### src/rtl/tcd_dma_mc_if.sv
// Memory-read and NoC flit-egress signal bundle for the multi-channel DMA engine.
// The master side is the engine; the slave side is the memory and NI.
interface tcd_dma_mc_if #(
    parameter int unsigned MEMORY_BUS_WIDTH = 32,
    parameter int unsigned FLIT_WIDTH       = 16
) ();
    localparam int unsigned AW = MEMORY_BUS_WIDTH - 2;

    logic                        mem_rd_out;
    logic [AW-1:0]               mem_addr_out;
    logic [MEMORY_BUS_WIDTH-1:0] mem_data_in;
    logic                        mem_valid_in;
    logic [FLIT_WIDTH-1:0]       flit_out;
    logic                        flit_valid_out;
    logic                        flit_ready_in;

    modport master (
        output mem_rd_out, mem_addr_out, flit_out, flit_valid_out,
        input  mem_data_in, mem_valid_in, flit_ready_in
    );

    modport slave (
        input  mem_rd_out, mem_addr_out, flit_out, flit_valid_out,
        output mem_data_in, mem_valid_in, flit_ready_in
    );
endinterface

### src/rtl/tcd_dma_mc.sv
// Multi-channel transfer-control DMA: per-channel request latching, round-robin
// arbitration, word-by-word memory reads serialised LS-flit-first toward the NI.
module tcd_dma_mc #(
    parameter int unsigned MEMORY_BUS_WIDTH = 32,
    parameter int unsigned FLIT_WIDTH       = 16,
    parameter int unsigned NUM_CHANNELS     = 4,
    localparam int unsigned CH_W = (NUM_CHANNELS > 1) ? $clog2(NUM_CHANNELS) : 1,
    localparam int unsigned AW   = MEMORY_BUS_WIDTH - 2
) (
    input  logic                       clock,
    input  logic                       reset,
    input  logic [NUM_CHANNELS-1:0]    req_in,
    input  logic [NUM_CHANNELS*AW-1:0] addr_in,
    input  logic [NUM_CHANNELS*AW-1:0] nbytes_in,
    input  logic [NUM_CHANNELS-1:0]    ack_in,
    output logic [NUM_CHANNELS-1:0]    irq_out,
    output logic [NUM_CHANNELS-1:0]    busy_out,
    output logic [CH_W-1:0]            chan_out,
    tcd_dma_mc_if.master               bus
);
    localparam int unsigned FB    = FLIT_WIDTH / 8;
    localparam int unsigned FPW   = MEMORY_BUS_WIDTH / FLIT_WIDTH;
    localparam int unsigned FPW_W = (FPW > 1) ? $clog2(FPW) : 1;
    localparam int unsigned FL_W  = AW + 1;

    typedef enum logic [2:0] {
        S_IDLE,
        S_READ,
        S_WAIT,
        S_SEND,
        S_DONE
    } state_t;

    state_t                      r_state;
    state_t                      w_state_nxt;
    logic [NUM_CHANNELS-1:0]     r_busy;
    logic [NUM_CHANNELS-1:0]     r_irq;
    logic [AW-1:0]               r_addr   [NUM_CHANNELS];
    logic [AW-1:0]               r_nbytes [NUM_CHANNELS];
    logic [CH_W-1:0]             r_last;
    logic [CH_W-1:0]             r_chan;
    logic [AW-1:0]               r_cur_addr;
    logic [FL_W-1:0]             r_flits_left;
    logic [FPW_W-1:0]            r_fpw_cnt;
    logic [MEMORY_BUS_WIDTH-1:0] r_word;
    logic                        r_mem_rd;
    logic                        r_flit_valid;

    logic                        w_gnt_vld;
    logic [CH_W-1:0]             w_gnt_ch;
    logic [FL_W-1:0]             w_gnt_flits;
    logic                        w_word_done;
    logic                        w_flit_acc;

    // Round-robin pick: scan downward so the channel nearest after r_last wins last.
    always_comb begin
        int unsigned idx;
        idx       = 0;
        w_gnt_vld = 1'b0;
        w_gnt_ch  = '0;
        for (int unsigned k = NUM_CHANNELS; k >= 1; k--) begin
            idx = (32'(r_last) + k) % NUM_CHANNELS;
            if (r_busy[CH_W'(idx)]) begin
                w_gnt_vld = 1'b1;
                w_gnt_ch  = CH_W'(idx);
            end
        end
    end

    always_comb begin
        w_gnt_flits = (FL_W'(r_nbytes[w_gnt_ch]) + FL_W'(FB - 1)) / FL_W'(FB);
        w_word_done = (r_fpw_cnt == FPW_W'(FPW - 1)) || (r_flits_left == FL_W'(1));
        w_flit_acc  = r_flit_valid && bus.flit_ready_in;
    end

    always_ff @(posedge clock) begin
        if (reset) begin
            r_state <= S_IDLE;
        end else begin
            r_state <= w_state_nxt;
        end
    end

    always_comb begin
        w_state_nxt = r_state;
        case (r_state)
            S_IDLE: begin
                if (w_gnt_vld) begin
                    w_state_nxt = (w_gnt_flits == '0) ? S_DONE : S_READ;
                end
            end
            S_READ: w_state_nxt = S_WAIT;
            S_WAIT: begin
                if (bus.mem_valid_in) begin
                    w_state_nxt = S_SEND;
                end
            end
            S_SEND: begin
                if (w_flit_acc && w_word_done) begin
                    w_state_nxt = (r_flits_left == FL_W'(1)) ? S_DONE : S_READ;
                end
            end
            S_DONE:  w_state_nxt = S_IDLE;
            default: w_state_nxt = S_IDLE;
        endcase
    end

    // Transfer datapath; strobe and flit-valid are registered from the next state.
    always_ff @(posedge clock) begin
        if (reset) begin
            r_mem_rd     <= 1'b0;
            r_flit_valid <= 1'b0;
            r_chan       <= '0;
            r_last       <= CH_W'(NUM_CHANNELS - 1);
            r_cur_addr   <= '0;
            r_flits_left <= '0;
            r_fpw_cnt    <= '0;
            r_word       <= '0;
        end else begin
            r_mem_rd     <= (w_state_nxt == S_READ);
            r_flit_valid <= (w_state_nxt == S_SEND);
            case (r_state)
                S_IDLE: begin
                    if (w_gnt_vld) begin
                        r_chan       <= w_gnt_ch;
                        r_last       <= w_gnt_ch;
                        r_cur_addr   <= r_addr[w_gnt_ch];
                        r_flits_left <= w_gnt_flits;
                    end
                end
                S_WAIT: begin
                    if (bus.mem_valid_in) begin
                        r_word    <= bus.mem_data_in;
                        r_fpw_cnt <= '0;
                    end
                end
                S_SEND: begin
                    if (w_flit_acc) begin
                        r_word       <= r_word >> FLIT_WIDTH;
                        r_flits_left <= r_flits_left - FL_W'(1);
                        r_fpw_cnt    <= r_fpw_cnt + FPW_W'(1);
                        if (w_word_done) begin
                            r_cur_addr <= r_cur_addr + AW'(1);
                        end
                    end
                end
                default: ;
            endcase
        end
    end

    // Per-channel request latch, busy and sticky IRQ; a channel re-latches only once its IRQ is acked.
    always_ff @(posedge clock) begin
        if (reset) begin
            r_busy <= '0;
            r_irq  <= '0;
            for (int i = 0; i < NUM_CHANNELS; i++) begin
                r_addr[i]   <= '0;
                r_nbytes[i] <= '0;
            end
        end else begin
            for (int i = 0; i < NUM_CHANNELS; i++) begin
                if ((r_state == S_DONE) && (r_chan == CH_W'(i))) begin
                    r_busy[i] <= 1'b0;
                    r_irq[i]  <= 1'b1;
                end else if (req_in[i] && !r_busy[i] && !r_irq[i]) begin
                    r_busy[i]   <= 1'b1;
                    r_addr[i]   <= addr_in[i*AW +: AW];
                    r_nbytes[i] <= nbytes_in[i*AW +: AW];
                end
                if (ack_in[i] && r_irq[i]) begin
                    r_irq[i] <= 1'b0;
                end
            end
        end
    end

    assign irq_out            = r_irq;
    assign busy_out           = r_busy;
    assign chan_out           = r_chan;
    assign bus.mem_rd_out     = r_mem_rd;
    assign bus.mem_addr_out   = r_cur_addr;
    assign bus.flit_out       = r_word[FLIT_WIDTH-1:0];
    assign bus.flit_valid_out = r_flit_valid;

endmodule
### src/flat_wrapper.sv
// flat-port wrapper written by rule: the top's interface ports become plain ports
module tcd_dma_mc_flat 
#(
    parameter int unsigned MEMORY_BUS_WIDTH = 32,
    parameter int unsigned FLIT_WIDTH       = 16,
    parameter int unsigned NUM_CHANNELS     = 4,
    localparam int unsigned CH_W = (NUM_CHANNELS > 1) ? $clog2(NUM_CHANNELS) : 1,
    localparam int unsigned AW   = MEMORY_BUS_WIDTH - 2
)
  (clock, reset, req_in, addr_in, nbytes_in, ack_in, irq_out, busy_out, chan_out, bus_mem_rd_out, bus_mem_addr_out, bus_flit_out, bus_flit_valid_out, bus_mem_data_in, bus_mem_valid_in, bus_flit_ready_in);
  tcd_dma_mc_if #(.MEMORY_BUS_WIDTH(MEMORY_BUS_WIDTH), .FLIT_WIDTH(FLIT_WIDTH)) bus_i ();
  input  logic clock;
  input  logic reset;
  input  logic [NUM_CHANNELS-1:0] req_in;
  input  logic [NUM_CHANNELS*AW-1:0] addr_in;
  input  logic [NUM_CHANNELS*AW-1:0] nbytes_in;
  input  logic [NUM_CHANNELS-1:0] ack_in;
  output logic [NUM_CHANNELS-1:0] irq_out;
  output logic [NUM_CHANNELS-1:0] busy_out;
  output logic [CH_W-1:0] chan_out;
  output wire logic [$bits(bus_i.mem_rd_out)-1:0] bus_mem_rd_out;
  output wire logic [$bits(bus_i.mem_addr_out)-1:0] bus_mem_addr_out;
  output wire logic [$bits(bus_i.flit_out)-1:0] bus_flit_out;
  output wire logic [$bits(bus_i.flit_valid_out)-1:0] bus_flit_valid_out;
  input wire logic [$bits(bus_i.mem_data_in)-1:0] bus_mem_data_in;
  input wire logic [$bits(bus_i.mem_valid_in)-1:0] bus_mem_valid_in;
  input wire logic [$bits(bus_i.flit_ready_in)-1:0] bus_flit_ready_in;
  assign bus_mem_rd_out = bus_i.mem_rd_out;
  assign bus_mem_addr_out = bus_i.mem_addr_out;
  assign bus_flit_out = bus_i.flit_out;
  assign bus_flit_valid_out = bus_i.flit_valid_out;
  assign bus_i.mem_data_in = bus_mem_data_in;
  assign bus_i.mem_valid_in = bus_mem_valid_in;
  assign bus_i.flit_ready_in = bus_flit_ready_in;
  tcd_dma_mc #(.MEMORY_BUS_WIDTH(MEMORY_BUS_WIDTH), .FLIT_WIDTH(FLIT_WIDTH), .NUM_CHANNELS(NUM_CHANNELS)) u_core (.clock(clock), .reset(reset), .req_in(req_in), .addr_in(addr_in), .nbytes_in(nbytes_in), .ack_in(ack_in), .irq_out(irq_out), .busy_out(busy_out), .chan_out(chan_out), .bus(bus_i));
endmodule
### config.mk
export PLATFORM = sky130hd
export DESIGN_NAME = tcd_dma_mc_flat
export DESIGN_NICKNAME = d
export VERILOG_FILES = /design/src/rtl/tcd_dma_mc_if.sv /design/src/rtl/tcd_dma_mc.sv /design/src/flat_wrapper.sv
export SDC_FILE = /design/constraint.sdc
export NUM_CORES = 1
export LEC_CHECK = 0
export CAP_MARGIN = 15
export CORE_MARGIN = 4
export CORE_UTILIZATION = 57
export DETAILED_ROUTE_END_ITERATION = 12
export HOLD_SLACK_MARGIN = 0.1
export PLACE_DENSITY = 0.91
export REMOVE_ABC_BUFFERS = 1
export SYNTH_ARGS = -nofsm -noshare
export SYNTH_HDL_FRONTEND = slang
export SYNTH_SLANG_ARGS = --single-unit
### constraint.sdc
create_clock -name clock -period 17.4 [get_ports clock]
set_input_delay 3.48 -clock clock [delete_from_list [all_inputs] [get_ports clock]]
set_output_delay 3.48 -clock clock [all_outputs]
set_load 0.01 [all_outputs]
==> summary.md <==
| Metric | Value |
|---|---|
| Clk Latency, worst-skew pair | about 0.53 ns |
| 1st-iter DRT viols | 1734 |
| Postcts setup bufs | 0 |
| Slew Limit Fails | 0 |
| Largest area contributor in the netlist | edfxtp_1 |
| Netlist Area Pre-Place | approximately 18000 um^2 |
| Nets | roughly 2400 |
| Placer congestion estimate | roughly 0.90 |
| Crit Path Category | in -> reg |
| Synth Warn # | 0 |
| Drt total wl | about 53000 um |
| Drt pass-1 iters | 8 |
| Clock-pin slew on the worst setup and hold paths | 0.06 ns |
| Cts hold-fix bufs | 0 |
| DR WL met2 | around 26000 um |
| Pin count of the biggest net entering global routing | 104 |
| Die Y | approximately 190 um |
| # rows | 65 |
| RSZ-0062 raised after global routing | false |
| Global-route wire length before repair | about 82000 um |
| Slew @ Worst Pin | 1.101 ns |
| Wire per inst | ~21 um |
| CTS tree | built |
| Post-route insts no fill | approximately 2600 |
| Crit end category | flip-flop |
| Placed cell areas | roughly 22000 um^2 |
| Critical Path Fanout Max | 44 |
| Initial Util | between 50 and 60% |
| Syn_area_per_cell | about 10 um^2 |
| DRT antenna net count | 0 |
| TritonCTS Buffers | 37 |
| Clk_skew | roughly 0.023 ns |
| Sequential share of the synthesized area | approximately half |
| Tmin final | about 5.6 ns |
| Vias | between 15000 and 20000 |
| Die ar. | 34740 um^2 |
| P_leak | around 8.4 nW |
| Max-cap violations | 0 |
| Clock buffer depth | 3 |
| Required time worst endpoint | between 15 and 20 ns |
| Main area contributors after synthesis | edfxtp_1 40%, dfxtp_1 12%, and2_1 8.6% |
| Hold crit path type | reg -> reg |
| Most frequent cells in the layout | 340 x clkdlybuf4s50_1, 309 x nand2_1, 250 x and2_1 |
| PnR worst setup slack | roughly 12 ns |
| Fin crit share | ~32% |
| Rel. slew slack | 26.59% |
| Fillers | 2094 |
| Dominant synthesized flop cell | edfxtp_1 |
| GR Overflow Total | 0 |
| DP HPWL | between 30000 and 40000 um |
| Met1 wire length | roughly 20000 um |
| Clock sink count | ~350 |
| Outcome | completed |
| Setup TNS Final | 0 ns |
| Fmax | between 0.15 and 0.2 GHz |
| Layout cells sized above 1 | 6.160% |
| Area grow syn2layout | 25.73% |
| Post-cts resize count | 0 |
| Vias per inst | 6.094 |
| Post-synth EDFFs | between 200 and 250 |
| Die X-Extent | roughly 190 um |
| Post-route cell area | 22810 um^2 |
| Power, Total | ~0.0024 W |
| Dpl cells | 2476 |
| Initial antenna violation count | 11 |
| Synth unique cells | 88 |
| Met3 wire length | 4701 um |
| Htree depth | 2 |
| Max IR drop VDD | 0.07564 mV |
| Max Used Layer | met4 |
| Endpoints failing hold | 0 |
| Setup violators final | 0 |
| Pwr Density | 104.3 nW/um^2 |
| Critical path arrival | roughly 6 ns |
| # DRC | 0 |
| Commonest non-fill, non-tap cell in the layout | clkdlybuf4s50_1 |
| Io pins | between 300 and 400 |
| IO Port Bufs | approximately 340 |
| Synthesized instance count | about 1900 |
| Placement Setup Slack | around 11 ns |
| Yosys reg bits | roughly 350 |
| Crit start category | input pin |
| Ys async rst share | 0% |
| GRT Overall Usage | about 29% |
| Root Driver | clkbuf_16 |
| Core footprint | approximately 31000 um^2 |
| Vias in the first global route | between 15000 and 20000 |
| Yosys top cell area share | 39.73% |
==> final cells by class <==
| class | instances | area (um^2) | share of cell area, % |
|---|---|---|---|
| clock buffers | 53 | 1006 | 4.411 |
| inverters | 17 | 63.81 | 0.2798 |
| diodes | 11 | 27.53 | 0.1207 |
| well taps | 402 | 503.0 | 2.205 |
| clock inverters | 14 | 158.9 | 0.6967 |
| repair buffers | 357 | 3550 | 15.56 |
| flip-flops and latches | 351 | 9429 | 41.34 |
| multi-input cells | 1351 | 8069 | 35.38 |
==> synthesized netlist by cell type (all sizes together) (7+ instances only) <==
cell / instances
a211oi: 17
a21oi: 58
a22oi: 39
a311oi: 18
a31oi: 27
and2: 251
and3: 38
buf: 53
clkbuf: 84
dfxtp: 111
edfxtp: 240
inv: 17
mux2: 7
mux2i: 40
mux4: 14
nand2: 312
nand3: 116
nand4: 13
nor2: 132
nor3: 44
nor4: 20
o21ai: 62
o22ai: 10
o31ai: 12
or3: 9
xnor2: 17
xor2: 9
==> critical path, cell delays in order <==
cell	delay [ns]
clkdlybuf4s50_1	0.51
nand2_1	0.08
nor2_1	0.17
nor2_1	0.06
buf_4	0.22
a21oi_4	0.83
o21ai_0	0.32
a22oi_1	0.24
nor2_1	0.05
==> flip-flops by register name (all words and copies together) (netlist names) <==
signal,flops
u_core.r_nbytes,120
u_core.busy_out,4
u_core.chan_out,2
u_core.r_fpw_cnt,1
u_core.irq_out,4
u_core.r_flits_left,31
u_core.r_state,3
u_core.bus.mem_addr_out,30
u_core.bus.flit_valid_out,1
u_core.bus.mem_rd_out,1
u_core.r_word,32
u_core.r_addr,120
u_core.r_last,2
==> logic make-up after synthesis <==
group | after synthesis | synth area share, %
compound gates | 289 | 10.66
flops | 351 | 51.98
fa+ha+maj | 4 | 0.2759
xor+xnor | 26 | 1.255
simple gates | 971 | 27.20
buf+inv | 154 | 4.166
mux | 61 | 4.463
==> where the power goes <==
group	total (W)	switching (W)	leakage, nW	internal (W)
Combinational	0.000574	0.000328	4.32	0.000246
Sequential	0.00103	0.0000572	3.50	0.000974
Clock	0.000774	0.000324	0.563	0.000450
Total	0.00238	0.000710	8.38	0.00167
==> final timing paths <==
check                                                      from                                        to  slack, ns  depth (start not counted)
worst max-delay path                          bus_flit_ready_in  u_core.bus.mem_addr_out[15]$_SDFFE_PP0P_      11.77                          9
worst min-delay path             u_core.r_word[31]$_SDFFE_PP0P_            u_core.r_word[15]$_SDFFE_PP0P_       0.48                          2
worst max register to register  u_core.busy_out[0]$_SDFFE_PP0P_          u_core.bus.mem_rd_out$_SDFF_PP0_      11.99                         14
worst min register to register   u_core.r_word[31]$_SDFFE_PP0P_            u_core.r_word[15]$_SDFFE_PP0P_       0.48                          2
==> layer usage <==
metal	GRT usage, %	vias up
met2	49.07	881
met1	37.34	7391
met3	5.013	159
met4	12.74	0
met5	0	-
li1	-	7145
==> metrics by stage <==
step           hold WS (ns)  utilization, %
3_3_place_gp         0.4496           68.57
4_1_cts              0.4737           72.27
2_1_floorplan        0.4329               -
5_1_grt              0.5030           72.46
6_report             0.4786           72.46
3_5_place_dp         0.4653           68.57
(Power assumes the default switching activity.)
